**src/rtl/pkt_pack16to32.sv**
```systemverilog
// Packs a framed 16-bit beat stream into 32-bit words with byte-accurate mty and a channel tag.
// Malformed beats are flagged on err; packet and error counters run alongside.
module pkt_pack16to32 #(
    parameter int              CNT_W   = 16,
    parameter logic [CNT_W-1:0] ERR_MAX = {CNT_W{1'b1}}
) (
    input  logic             clk_d,
    input  logic             rst,
    input  logic [15:0]      din,
    input  logic             din_vld,
    input  logic             din_sop,
    input  logic             din_eop,
    input  logic             din_mty,
    input  logic [1:0]       din_chan,
    output logic [31:0]      dout,
    output logic             dout_vld,
    output logic             dout_sop,
    output logic             dout_eop,
    output logic [1:0]       dout_mty,
    output logic [1:0]       dout_chan,
    output logic             err,
    output logic [CNT_W-1:0] pkt_cnt,
    output logic [CNT_W-1:0] err_cnt
);
    typedef enum logic [1:0] {IDLE, HAVE_HI, IN_PKT} state_t;

    state_t      state_q, state_d;
    logic [15:0] hold_q, hold_d;
    logic        sop_pend_q, sop_pend_d;
    logic [1:0]  chan_q, chan_d;

    logic        vld_d, sop_d, eop_d, err_d, pkt_inc, mty_eff;
    logic [31:0] word_d;
    logic [1:0]  mty_d, ochan_d;

    always_comb begin
        state_d    = state_q;
        hold_d     = hold_q;
        sop_pend_d = sop_pend_q;
        chan_d     = chan_q;
        vld_d      = 1'b0;
        sop_d      = 1'b0;
        eop_d      = 1'b0;
        err_d      = 1'b0;
        pkt_inc    = 1'b0;
        word_d     = '0;
        mty_d      = '0;
        ochan_d    = '0;
        // mty only means something on an eop beat; elsewhere it is an error and ignored
        mty_eff    = din_mty & din_eop;
        if (din_vld) begin
            if (din_mty && !din_eop)
                err_d = 1'b1;
            if (din_sop) begin
                // a sop anywhere restarts framing; anything held is abandoned
                if (state_q != IDLE)
                    err_d = 1'b1;
                chan_d = din_chan;
                if (din_eop) begin
                    vld_d      = 1'b1;
                    sop_d      = 1'b1;
                    eop_d      = 1'b1;
                    word_d     = {din, 16'h0};
                    mty_d      = {1'b1, mty_eff};
                    ochan_d    = din_chan;
                    pkt_inc    = 1'b1;
                    sop_pend_d = 1'b0;
                    state_d    = IDLE;
                end else begin
                    hold_d     = din;
                    sop_pend_d = 1'b1;
                    state_d    = HAVE_HI;
                end
            end else if (state_q == IDLE) begin
                err_d = 1'b1;
            end else begin
                if (din_chan != chan_q)
                    err_d = 1'b1;
                if (state_q == HAVE_HI) begin
                    vld_d      = 1'b1;
                    sop_d      = sop_pend_q;
                    sop_pend_d = 1'b0;
                    word_d     = {hold_q, din};
                    ochan_d    = chan_q;
                    if (din_eop) begin
                        eop_d   = 1'b1;
                        mty_d   = {1'b0, mty_eff};
                        pkt_inc = 1'b1;
                        state_d = IDLE;
                    end else begin
                        state_d = IN_PKT;
                    end
                end else if (din_eop) begin
                    vld_d   = 1'b1;
                    eop_d   = 1'b1;
                    word_d  = {din, 16'h0};
                    mty_d   = {1'b1, mty_eff};
                    ochan_d = chan_q;
                    pkt_inc = 1'b1;
                    state_d = IDLE;
                end else begin
                    hold_d  = din;
                    state_d = HAVE_HI;
                end
            end
        end
    end

    always_ff @(posedge clk_d or posedge rst) begin
        if (rst) begin
            state_q    <= IDLE;
            hold_q     <= '0;
            sop_pend_q <= 1'b0;
            chan_q     <= '0;
        end else begin
            state_q    <= state_d;
            hold_q     <= hold_d;
            sop_pend_q <= sop_pend_d;
            chan_q     <= chan_d;
        end
    end

    always_ff @(posedge clk_d or posedge rst) begin
        if (rst) begin
            dout      <= '0;
            dout_vld  <= 1'b0;
            dout_sop  <= 1'b0;
            dout_eop  <= 1'b0;
            dout_mty  <= '0;
            dout_chan <= '0;
            err       <= 1'b0;
            pkt_cnt   <= '0;
            err_cnt   <= '0;
        end else begin
            dout      <= word_d;
            dout_vld  <= vld_d;
            dout_sop  <= sop_d;
            dout_eop  <= eop_d;
            dout_mty  <= mty_d;
            dout_chan <= ochan_d;
            err       <= err_d;
            pkt_cnt   <= pkt_cnt + CNT_W'(pkt_inc);
            if (err_d && err_cnt != ERR_MAX)
                err_cnt <= err_cnt + CNT_W'(1);
        end
    end
endmodule

```
**config.mk**
```make
export PLATFORM = sky130hd
export DESIGN_NAME = pkt_pack16to32
export DESIGN_NICKNAME = d
export VERILOG_FILES = /design/src/rtl/pkt_pack16to32.sv
export SDC_FILE = /design/constraint.sdc
export NUM_CORES = 1
export LEC_CHECK = 0
export BUFFER_PORTS_ARGS = -buffer_cell sky130_fd_sc_hd__buf_4
export CORE_ASPECT_RATIO = 0.75
export CORE_MARGIN = 8
export CORE_UTILIZATION = 47
export CTS_CLUSTER_DIAMETER = 50
export DETAILED_ROUTE_END_ITERATION = 10
export MAX_ROUTING_LAYER = met4
export PLACE_DENSITY = 0.76
export SYNTH_ARGS = -nofsm -noshare
export SYNTH_HDL_FRONTEND = slang
export SYNTH_SLANG_ARGS = --single-unit
export TNS_END_PERCENT = 100
```
**constraint.sdc**
```tcl
create_clock -name clk_d -period 6 [get_ports clk_d]
set_input_delay 0.9 -clock clk_d [delete_from_list [all_inputs] [get_ports clk_d]]
set_output_delay 0.9 -clock clk_d [all_outputs]
set_load 0.05 [all_outputs]
```
# --- After elaboration in Yosys (flattened, before gate mapping) ---
# Cells that the tools add are included.
word_totals:
  out_inout_bits: 72
  word_cells: 79
  input_bits: 24
  ff_bits: 93
op_classes:
  addsub: 2
  bitwise: 1
  eq_ne: 5
  reduce_logical: 10
  mux: 48
ops:
  columns: ["cell", "n"]
  rows:
  - ["2-to-1 mux 32 bit", 5]
  - ["2-to-1 mux 16 bit", 4]
  - ["2-to-1 mux 2 bit", 15]
  - ["2-to-1 mux 1 bit", 24]
  - ["adder 16 x 1 -> 16 bit", 1]
  - ["adder 16 x 1 -> 16 bit, second input constant", 1]
  - ["inequality test 16 bit, second input constant", 1]
  - ["AND reduction 3 bit", 2]
  - ["inequality test 2 bit, second input constant", 2]
  - ["AND reduction 2 bit", 2]
  - ["nonzero test 2 bit", 2]
  - ["equality test 2 x 1 -> 1 bit, second input constant", 1]
  - ["logical AND 1 bit", 2]
  - ["zero test 2 bit", 1]
  - ["inequality test 2 bit", 1]
  - ["AND 1 bit", 1]
  - ["zero test 1 bit", 1]

# --- Logic depth before layout (Yosys ltp) ---
# Gate-level depths: netlist (run 1).
depth:
  depth_word: 8
  ltp_mapped: 8
  ltp_nobuf: 7

# --- Worst setup path after synthesis (run 1) ---
# No wires, ideal clock.
synth_timing:
  kind: "input-to-reg"
  from: "input din_eop"
  to: "register pkt_cnt[12]"
  t_arrival_ps: 2175
  required_time_ps: 5858
  setup_slack_ps: 3683
  path_stages: 8
  setup_time_ps: 142
  path_buffers: 1
  path_cell_list: "buf_4 > o311a_1 > ha_1 > ha_1 > nand3_1 > nor3_1 > nand2_1 > xnor2_1"
synth_via:
  elab_chain_cells: 5
synth_lines:
  columns: ["item", "line_no", "rtl"]
  rows:
  - ["from (decl)", "12", "input logic din_eop,"]
  - ["2-to-1 mux 1 bit *", null, null]
  - ["2-to-1 mux 1 bit", null, null]
  - ["2-to-1 mux 1 bit * (2 in a row)", null, null]
  - ["named net eop_d", "32", "logic vld_d, sop_d, eop_d, err_d, pkt_inc, mty_eff;"]
  - ["adder 16 x 1 -> 16 bit *", "142", "pkt_cnt <= pkt_cnt + CNT_W'(pkt_inc);"]
  - ["to (signal assigned)", "142", null]
  - ["to (decl)", "22", "output logic [CNT_W-1:0] pkt_cnt,"]
# The timed path passes the listed nets; every way through them passes the cells marked *.
# A chain may end at the register's enable or synchronous reset.

# --- Final worst setup path (run 1) ---
layout_timing:
  from: "input din_vld"
  to: "register hold_q[11]"
layout_via:
  elab_chain_cells: 1
layout_lines:
  columns: ["item", "line_no", "rtl"]
  rows:
  - ["from (decl)", "10", "input logic din_vld,"]
  - ["AND reduction 3 bit (no line)", null, null]
  - ["to (signal assigned)", "117", "hold_q <= hold_d;"]
  - ["to (decl)", "28", "logic [15:0] hold_q, hold_d;"]
# No other way between the ends.

==> results.sh, run 1 <==
export IMPL_status="finished, final reports clean"
export IMPL_vias_per_cell=5.07
export IMPL_diodes=0
export IMPL_p_per_area_nw_per_um2=325
export IMPL_grt_use_total=0.149
export IMPL_yosysSeqAreaShare=0.626
export IMPL_final_common_cell="buf_4"
export IMPL_layout_common_cells="97 x buf_4, 93 x dfrtp_1, 21 x xnor2_1"
export IMPL_synth_seq_cells=93
export IMPL_grt_pass1_wl_um=12800
export IMPL_die_area_um2=11000
export IMPL_path_class="primary input to register"
export IMPL_worstPathCellList="buf_4 > inv_1 > nor3_4 > mux2_2"
export IMPL_syn_inst=282
export IMPL_overflow=0
export IMPL_pin_count=96
export IMPL_setup_violations=0
export IMPL_cts_tree="done"
export IMPL_cts_resized_gates=0
export IMPL_fp_dieH_um=93.0
export IMPL_hold_depth=1
export IMPL_min_period_ns=2.12
export IMPL_portBuffers=95
export IMPL_final_util=0.603
export IMPL_cp_end_kind="register"
export IMPL_antenna_found_initial=0
export IMPL_hold_violations=0
export IMPL_critPathMaxFanout=17
export IMPL_die_x_um=119
export IMPL_total_power_mw=1.53
export IMPL_place_inst=472
export IMPL_p_leak_nw=2.34
export IMPL_worst_path_max_delay_cell="nor3_4"
export IMPL_grt_max_degree=52
export IMPL_ir_worst_vdd_mv=0.290
export IMPL_drtIter0Drc=76
export IMPL_clock_latency_ns=0.35
export IMPL_synth_top_area_share=0.626
export IMPL_wl_um=7640
export IMPL_rows=28
export IMPL_seq_power_share=0.498
export IMPL_drc=0
export IMPL_routedWlPerCell_um=15.7
export IMPL_internal_power_mw=0.990
export IMPL_critPathMaxStageDelay_ns=0.73
export IMPL_worst_endpoint_arrival_ns=2.36
export IMPL_fin_crit_sh=0.353
export IMPL_slew_headroom=0.456
export IMPL_drive_gt1_frac=0.386
export IMPL_synth_nets=309
export IMPL_dp_hpwl_um=5530
export IMPL_swShare=0.352
export IMPL_tightest_slew_ns=0.813
export IMPL_via_count=2473
export IMPL_final_antenna_net_count=0
export IMPL_cts_buffers=9
export IMPL_synth_cell_type_count=49
export IMPL_start_util=0.478
export IMPL_min_path_type="register to register"
export IMPL_root_buffer="clkbuf_8"
export IMPL_rsz0062_at_grt="false"
export IMPL_grt_pass1_vias=2475
export IMPL_coreArea_um2=7780
export IMPL_fin_cells=488
export IMPL_ys_warnings_count=0
export IMPL_skew_ns=0.00685
export IMPL_htree_levels=3
export IMPL_p_clk_frac=0.247
export IMPL_avgSynthCellArea_um2=13.2
export IMPL_r2r_cells=5
export IMPL_clock_sinks=93
export IMPL_synth_area_um2=3720
export IMPL_syn2layout_area_growth_pct=26.2
export IMPL_cts_setup_buffers=0
export IMPL_synth_area_leaders="dfrtp_1 63%, mux2_2 5.4%, xnor2_1 4.9%, a22o_1 3.1%, and2_1 3.0%"
export IMPL_setup_tns_ns=0
export IMPL_ctsHoldBuffers=0
export IMPL_cp_start_kind="primary input"
export IMPL_timing_fmax_mhz=472
export IMPL_p_sw_mw=0.537
export IMPL_cts_buffer_depth=2
export IMPL_combPwrFrac=0.255
export IMPL_nNetsFinal=405
export IMPL_clk_pin_slew_worst_paths_ns=0.09
export IMPL_drv_slew=0
export IMPL_synth_top_area_cell="dfrtp_1"
export IMPL_required_ns=6.24
export IMPL_first_pass_iters=4
export IMPL_place_congestion=0.800
export IMPL_maxCapViolCount=0
-- stage by stage --
stage,setup WS [ns],hold slack (ns),cell area (um^2)
finish,3.88,0.478,4690
global route,3.83,0.512,4690
CTS,3.89,0.487,4690
detailed placement,3.50,0.474,4510
global placement,3.58,0.464,4510
floorplan,2.68,0.469,3720
-- layout make-up --
class / instances / area, um^2
Inverter: 5 / 20.0
Tap cell: 105 / 131
Multi-Input combinational cell: 172 / 1310
Sequential cell: 93 / 2330
Fill cell: 631 / 3080
Clock buffer: 9 / 124
Clock inverter: 7 / 56.3
Timing Repair Buffer: 97 / 728
-- per-layer routing --
metal,part of all wire,vias to the layer above,wire length [um],global-route usage
li1,-,1177,-,-
met1,0.43,1230,3290,0.175
met2,0.50,59,3840,0.237
met3,0.058,7,445,0.0566
met4,0.0093,0,71,0.0388
met5,0,-,0,-
-- worst paths after layout --
kind                                   from          end  slack, ns
worst min-delay path            pkt_cnt[15]  pkt_cnt[15]       0.48
worst max-delay path                din_vld   hold_q[11]       3.88
min in group asynchronous               rst  pkt_cnt[15]       0.64
worst max register to register   err_cnt[5]   err_cnt[1]       4.13
worst min register to register  pkt_cnt[15]  pkt_cnt[15]       0.48
max in group asynchronous               rst   hold_q[12]       4.29
-- power by group through the flow --
stage / Sequential, mW / Clock [mW] / Combinational (mW)
finish: 0.760 / 0.378 / 0.389
global placement: 0.768 / 0 / 0.388
floorplan: 0.921 / 0 / 0.115
detailed placement: 0.772 / 0 / 0.394
global route: 0.771 / 0.426 / 0.414
CTS: 0.760 / 0.396 / 0.395
-- flip-flops by register name, indices dropped and copies added (netlist names) --
register	cells
chan_q	2
dout	32
dout_chan	2
dout_eop	1
dout_mty	2
dout_sop	1
dout_vld	1
err	1
err_cnt	16
hold_q	16
pkt_cnt	16
sop_pend_q	1
state_q	2
-- worst max-delay path, delay by kind of cell --
kind          cells  cell delay (ns)
simple gates      1             0.73
mux               1             0.42
buf+inv           2             0.30
-- cell usage after synthesis (all sizes together) --
| cell | instances |
|---|---|
| a21o | 1 |
| a21oi | 4 |
| a22o | 13 |
| a22oi | 4 |
| a31oi | 2 |
| a32o | 1 |
| a32oi | 2 |
| a41oi | 1 |
| and2 | 20 |
| and2b | 1 |
| and3 | 8 |
| and3b | 1 |
| and4 | 3 |
| and4b | 1 |
| buf | 6 |
| clkbuf | 6 |
| dfrtp | 93 |
| ha | 3 |
| inv | 5 |
| mux2 | 19 |
| nand2 | 11 |
| nand2b | 1 |
| nand3 | 9 |
| nand4 | 9 |
| nand4b | 1 |
| nor2 | 15 |
| nor2b | 2 |
| nor3 | 3 |
| nor4 | 1 |
| o2111ai | 1 |
| o21ai | 1 |
| o22ai | 1 |
| o311a | 1 |
| or2 | 1 |
| or3 | 1 |
| or3b | 1 |
| xnor2 | 21 |
| xor2 | 8 |
-- cell families after synthesis --
logic type,synth area share
adder cells (fa/ha/maj),0.0101
flip-flops,0.626
AND/OR/NAND/NOR,0.144
XOR/XNOR,0.0683
buffers and inverters,0.0246
multiplexers,0.0585
AO/OA/AOI/OAI,0.0693
Note: power is estimated with default switching activity, not from simulation.
==> inputs of run 2 (changes only) <==
==> constraint.sdc (replaced) <==
create_clock -name clk_d -period 2 [get_ports clk_d]
set_input_delay 0.3 -clock clk_d [delete_from_list [all_inputs] [get_ports clk_d]]
set_output_delay 0.3 -clock clk_d [all_outputs]
set_load 0.05 [all_outputs]
==> run 2 against run 1 <==
Net effect: cell count grew 1.0%; clock skew is essentially flat; core utilization grew 1.9 points; clock-buffer cell count is the same; critical path depth grew 3; register-to-register slack lost 3.9 ns; sequential power grew to 3.0 times the previous value; first-iteration DRC count grew 95%; total power grew to 3.3 times the previous value; non-clock buffer count grew 5; critical endpoint is now pkt_cnt[10].
==> results.sh, run 2 (same netlist as run 1, synthesis figures left out) <==
export IMPL_place_inst=477
export IMPL_via_count=2499
export IMPL_cts_setup_buffers=0
export IMPL_fp_dieH_um=93.0
export IMPL_p_per_area_nw_per_um2=1030
export IMPL_cp_end_kind="register"
export IMPL_die_x_um=119
export IMPL_critPathMaxFanout=6
export IMPL_skew_ns=0.00672
export IMPL_cts_buffers=9
export IMPL_pin_count=96
export IMPL_path_class="register to register"
export IMPL_cp_start_kind="register"
export IMPL_first_pass_iters=4
export IMPL_final_antenna_net_count=0
export IMPL_whs_ns=0.00148
export IMPL_min_period_ns=1.79
export IMPL_routedWlPerCell_um=16.3
export IMPL_reg2reg_from="state_q[0]"
export IMPL_clock_sinks=93
export IMPL_setup_violations=0
export IMPL_rsz0062_at_grt="false"
export IMPL_die_area_um2=11000
export IMPL_r2r_setup_slack_ns=0.21
export IMPL_htree_levels=3
export IMPL_largest_reg_flops=32
export IMPL_final_area_um2=4840
export IMPL_wl_um=8030
export IMPL_setup_tns_ns=0
export IMPL_grt_pass1_wl_um=13300
export IMPL_r2r_cells=7
export IMPL_clock_latency_ns=0.35
export IMPL_rows=28
export IMPL_drtIter0Drc=148
export IMPL_p_leak_nw=2.39
export IMPL_grt_max_degree=45
export IMPL_start_util=0.478
export IMPL_fin_cells=493
export IMPL_overflow=0
export IMPL_cts_tree="done"
export IMPL_layout_common_cells="100 x buf_4, 87 x dfrtp_1, 21 x xnor2_1"
export IMPL_drc=0
export IMPL_vias_per_cell=5.07
export IMPL_root_buffer="clkbuf_8"
export IMPL_fin_crit_sh=0.897
export IMPL_timing_fmax_mhz=557
export IMPL_hold_violations=0
export IMPL_antenna_found_initial=0
export IMPL_cts_buffer_depth=2
export IMPL_grt_use_total=0.155
export IMPL_portBuffers=95
export IMPL_pre_cts_ws_ns=0.138
export IMPL_grt_pass1_vias=2653
export IMPL_final_common_cell="buf_4"
export IMPL_rr_endpoint="pkt_cnt[10]"
export IMPL_place_area_um2=4580
export IMPL_timing_final_ws_setup_ns=0.206
export IMPL_tightest_slew_ns=0.572
export IMPL_dp_hpwl_um=5740
export IMPL_coreArea_um2=7780
export IMPL_clk_pin_slew_worst_paths_ns=0.09
export IMPL_nNetsFinal=410
export IMPL_ir_worst_vdd_mv=1.06
export IMPL_ctsHoldBuffers=0
export IMPL_largest_register="dout"
export IMPL_drv_slew=0
export IMPL_worst_endpoint_arrival_ns=2.08
export IMPL_syn2layout_area_growth_pct=30.2
export IMPL_slew_headroom=0.618
export IMPL_status="finished, final reports clean"
export IMPL_maxCapViolCount=0
export IMPL_drive_gt1_frac=0.418
export IMPL_diodes=0
export IMPL_required_ns=2.28
export IMPL_place_congestion=0.824
export IMPL_min_path_type="primary input to async pin"
## run 2: routing by layer
layer  vias up  share of wire  track usage
met2        64           0.51        0.254
met5         -              0            -
met3        12          0.045       0.0415
met1      1236           0.43        0.182
li1       1187              -            -
met4         0          0.016       0.0598
## run 2: per-stage QoR
step | total power, mW | utilization
after floorplan | 3.11 | -
after global placement | 3.49 | 0.589
after detailed placement | 3.52 | 0.589
after CTS | 5.03 | 0.621
after global routing | 5.20 | 0.623
final | 4.97 | 0.623
## run 2: how the worst max path moves through the flow
| stage | from | to | slack, ns | cells after the start |
|---|---|---|---|---|
| 6_report | state_q[0] | pkt_cnt[10] | 0.21 | 7 |
| 5_1_grt | state_q[1] | pkt_cnt[10] | 0.009 | 7 |
| 4_1_cts | state_q[1] | pkt_cnt[10] | 0.11 | 7 |
| 3_5_place_dp | state_q[1] | pkt_cnt[10] | 0.14 | 7 |
| 3_3_place_gp | din_eop | pkt_cnt[14] | 0.20 | 8 |
| 2_1_floorplan | err_cnt[0] | err_cnt[1] | 0.02 | 6 |
## run 2: where the power goes
group | switching [mW] | internal (mW) | total, mW
registers | 0.178 | 2.10 | 2.27
clock network | 0.656 | 0.839 | 1.50
logic | 0.780 | 0.420 | 1.20
## run 2: final cells by class
type	instances	area, um^2
Clock buffer	9	124
Clock inverter	7	121
Fill cell	617	2930
Inverter	5	22.5
Multi-Input combinational cell	172	1320
Sequential cell	93	2330
Tap cell	105	131
Timing Repair Buffer	102	791
## run 2: repair_timing
action / in CTS / in global routing
endpoints found under the setup margin: 0 / 5
endpoints found under the hold margin: 0 / 0
gates resized for setup: 0 / 5
## run 2: critical path, stage by stage, from the launching register on
cell	delay, ns
dfrtp_2	0.45
o311a_1	0.40
ha_1	0.23
ha_1	0.23
nand3_2	0.11
nor2_2	0.07
nand4_1	0.11
xnor2_1	0.13
==> inputs of run 3 (changes only) <==
--- a/config.mk
+++ b/config.mk
@@ -12,7 +12,8 @@
 export CTS_CLUSTER_DIAMETER = 50
 export DETAILED_ROUTE_END_ITERATION = 10
 export MAX_ROUTING_LAYER = met4
-export PLACE_DENSITY = 0.76
+export PLACE_DENSITY = 0.72
+export SKIP_CTS_REPAIR_TIMING = 1
 export SYNTH_ARGS = -nofsm -noshare
 export SYNTH_HDL_FRONTEND = slang
 export SYNTH_SLANG_ARGS = --single-unit
==> run 3 against run 2 <==
Net effect: worst setup slack got worse by 0.052 ns; design area fell by 0.78%; global-route usage fell by 0.52 points; highest routed layer unchanged; critical path type unchanged; combinational power barely moved; critical path depth did not move; clock skew rose by 0.0035 ns; cell count rose by 0.61%; sequential share of layout area rose by 0.32 points.
==> results.sh, run 3 (same netlist as run 1, synthesis figures left out) <==
export IMPL_path_class="register to register"
export IMPL_drtIter0Drc=143
export IMPL_busiest_layer="met2"
export IMPL_place_congestion=0.824
export IMPL_skew_ns=0.0102
export IMPL_diodes=0
export IMPL_clk_pin_slew_worst_paths_ns=0.08
export IMPL_drive_gt1_frac=0.407
export IMPL_routedWlPerCell_um=15.8
export IMPL_drv_slew=0
export IMPL_vias_per_cell=5.09
export IMPL_setup_tns_ns=0
export IMPL_first_pass_iters=4
export IMPL_swShare=0.333
export IMPL_timing_fmax_mhz=542
export IMPL_maxCapViolCount=0
export IMPL_critPathMaxFanout=6
export IMPL_start_util=0.478
export IMPL_final_antenna_net_count=0
export IMPL_final_common_cell="buf_4"
export IMPL_worst_path_max_delay_cell="dfrtp_1"
export IMPL_critPathMaxStageDelay_ns=0.43
export IMPL_largest_register="dout"
export IMPL_worstSetupStartpoint="state_q[0]"
export IMPL_clock_latency_ns=0.35
export IMPL_grt_pass1_wl_um=13000
export IMPL_combPwrFrac=0.252
export IMPL_setup_violations=0
export IMPL_reg2reg_from="state_q[0]"
export IMPL_min_delay_start="din_mty"
export IMPL_drc=0
export IMPL_via_count=2527
export IMPL_cts_buffer_depth=2
export IMPL_cts_tree="done"
export IMPL_status="finished, final reports clean"
export IMPL_root_buffer="clkbuf_8"
export IMPL_required_ns=2.24
export IMPL_htree_levels=3
export IMPL_worstPathCellList="o311a_1 > ha_1 > ha_1 > nand3_1 > nor2_1 > nand4_1 > xnor2_1"
export IMPL_internal_power_mw=3.16
export IMPL_min_period_ns=1.85
export IMPL_worst_path_most_repeated_cell="ha_1"
export IMPL_dp_hpwl_um=5650
export IMPL_coreArea_um2=7780
export IMPL_layout_common_cells="103 x buf_4, 89 x dfrtp_1, 21 x xnor2_1"
export IMPL_rsz0062_at_grt="false"
export IMPL_min_path_type="primary input to register"
export IMPL_hold_violations=0
export IMPL_cp_start_kind="register"
export IMPL_die_x_um=119
export IMPL_nNetsFinal=413
export IMPL_gr_usage_met2=0.233
export IMPL_p_per_area_nw_per_um2=987
export IMPL_fin_crit_sh=0.923
export IMPL_clock_sinks=93
export IMPL_grt_pass1_vias=2584
export IMPL_largest_reg_flops=32
export IMPL_cts_buffers=9
export IMPL_pin_count=96
export IMPL_wl_um=7830
export IMPL_slew_headroom=0.507
export IMPL_grt_use_total=0.150
export IMPL_p_leak_nw=2.38
export IMPL_fp_dieH_um=93.0
export IMPL_tightest_slew_ns=0.736
export IMPL_ir_worst_vdd_mv=0.800
export IMPL_syn2layout_area_growth_pct=29.2
export IMPL_final_util=0.618
export IMPL_fill_cells=639
export IMPL_cp_end_kind="register"
export IMPL_use_met3=0.0506
export IMPL_p_clk_frac=0.268
export IMPL_overflow=0
export IMPL_p_sw_mw=1.58
export IMPL_multiInputGateArea_um2=1310
export IMPL_portBuffers=95
export IMPL_seqCellArea_um2=2330
export IMPL_antenna_found_initial=0
export IMPL_grt_max_degree=56
export IMPL_grt_use_met1=0.184
export IMPL_die_area_um2=11000
export IMPL_seq_power_share=0.480
export IMPL_rows=28
export IMPL_worst_endpoint_arrival_ns=2.08
## run 3: critical path: cells and delay by family, from the launching register on
kind            cells  cell delay (ns)
xor+xnor            1             0.16
compound gates      1             0.25
fa+ha+maj           2             0.41
flops               1             0.43
simple gates        3             0.48
## run 3: layer usage
layer,vias to the layer above,routed length (um)
met4,0,78
met2,64,3790
met5,-,0
met1,1266,3550
li1,1192,-
met3,5,408
## run 3: cell type report
| cell class | count | share of cell area |
|---|---|---|
| clock inverter | 5 | 0.0122 |
| inverter | 5 | 0.00469 |
| timing repair buffer | 105 | 0.167 |
| clock buffer | 11 | 0.0315 |
| tap | 105 | 0.0273 |
| multi-input combinational | 172 | 0.272 |
| sequential | 93 | 0.485 |
## run 3: per-stage QoR
| stage | area [um^2] | hold WS [ns] | power, mW | instances | setup slack, ns |
|---|---|---|---|---|---|
| 2_1_floorplan | 3730 | 0.429 | 3.11 | 282 | 0.0199 |
| 3_3_place_gp | 4590 | 0.296 | 3.49 | 479 | 0.201 |
| 3_5_place_dp | 4590 | 0.300 | 3.52 | 479 | 0.148 |
| 4_1_cts | 4800 | -0.0994 | 4.81 | 495 | 0.157 |
| 5_1_grt | 4810 | 0.142 | 4.97 | 496 | 0.00424 |
| 6_report | 4810 | 0.170 | 4.75 | 496 | 0.154 |
## run 3: worst paths after layout
| path | end | slack, ns | depth (start not counted) |
|---|---|---|---|
| worst max-delay path | pkt_cnt[10] | 0.15 | 7 |
| worst min-delay path | dout_mty[0] | 0.17 | 2 |
| worst max register to register | pkt_cnt[10] | 0.15 | 7 |
| worst min register to register | pkt_cnt[15] | 0.48 | 1 |
| max in group asynchronous | err_cnt[8] | 0.86 | 4 |
| min in group asynchronous | pkt_cnt[15] | 0.48 | 3 |
## run 3: power groups by stage
stage / sequential [mW] / clock, mW / combinational [mW]
floorplan: 2.77 / 0 / 0.344
global placement: 2.30 / 0 / 1.19
detailed placement: 2.31 / 0 / 1.21
CTS: 2.28 / 1.32 / 1.21
global route: 2.31 / 1.40 / 1.26
finish: 2.28 / 1.27 / 1.20
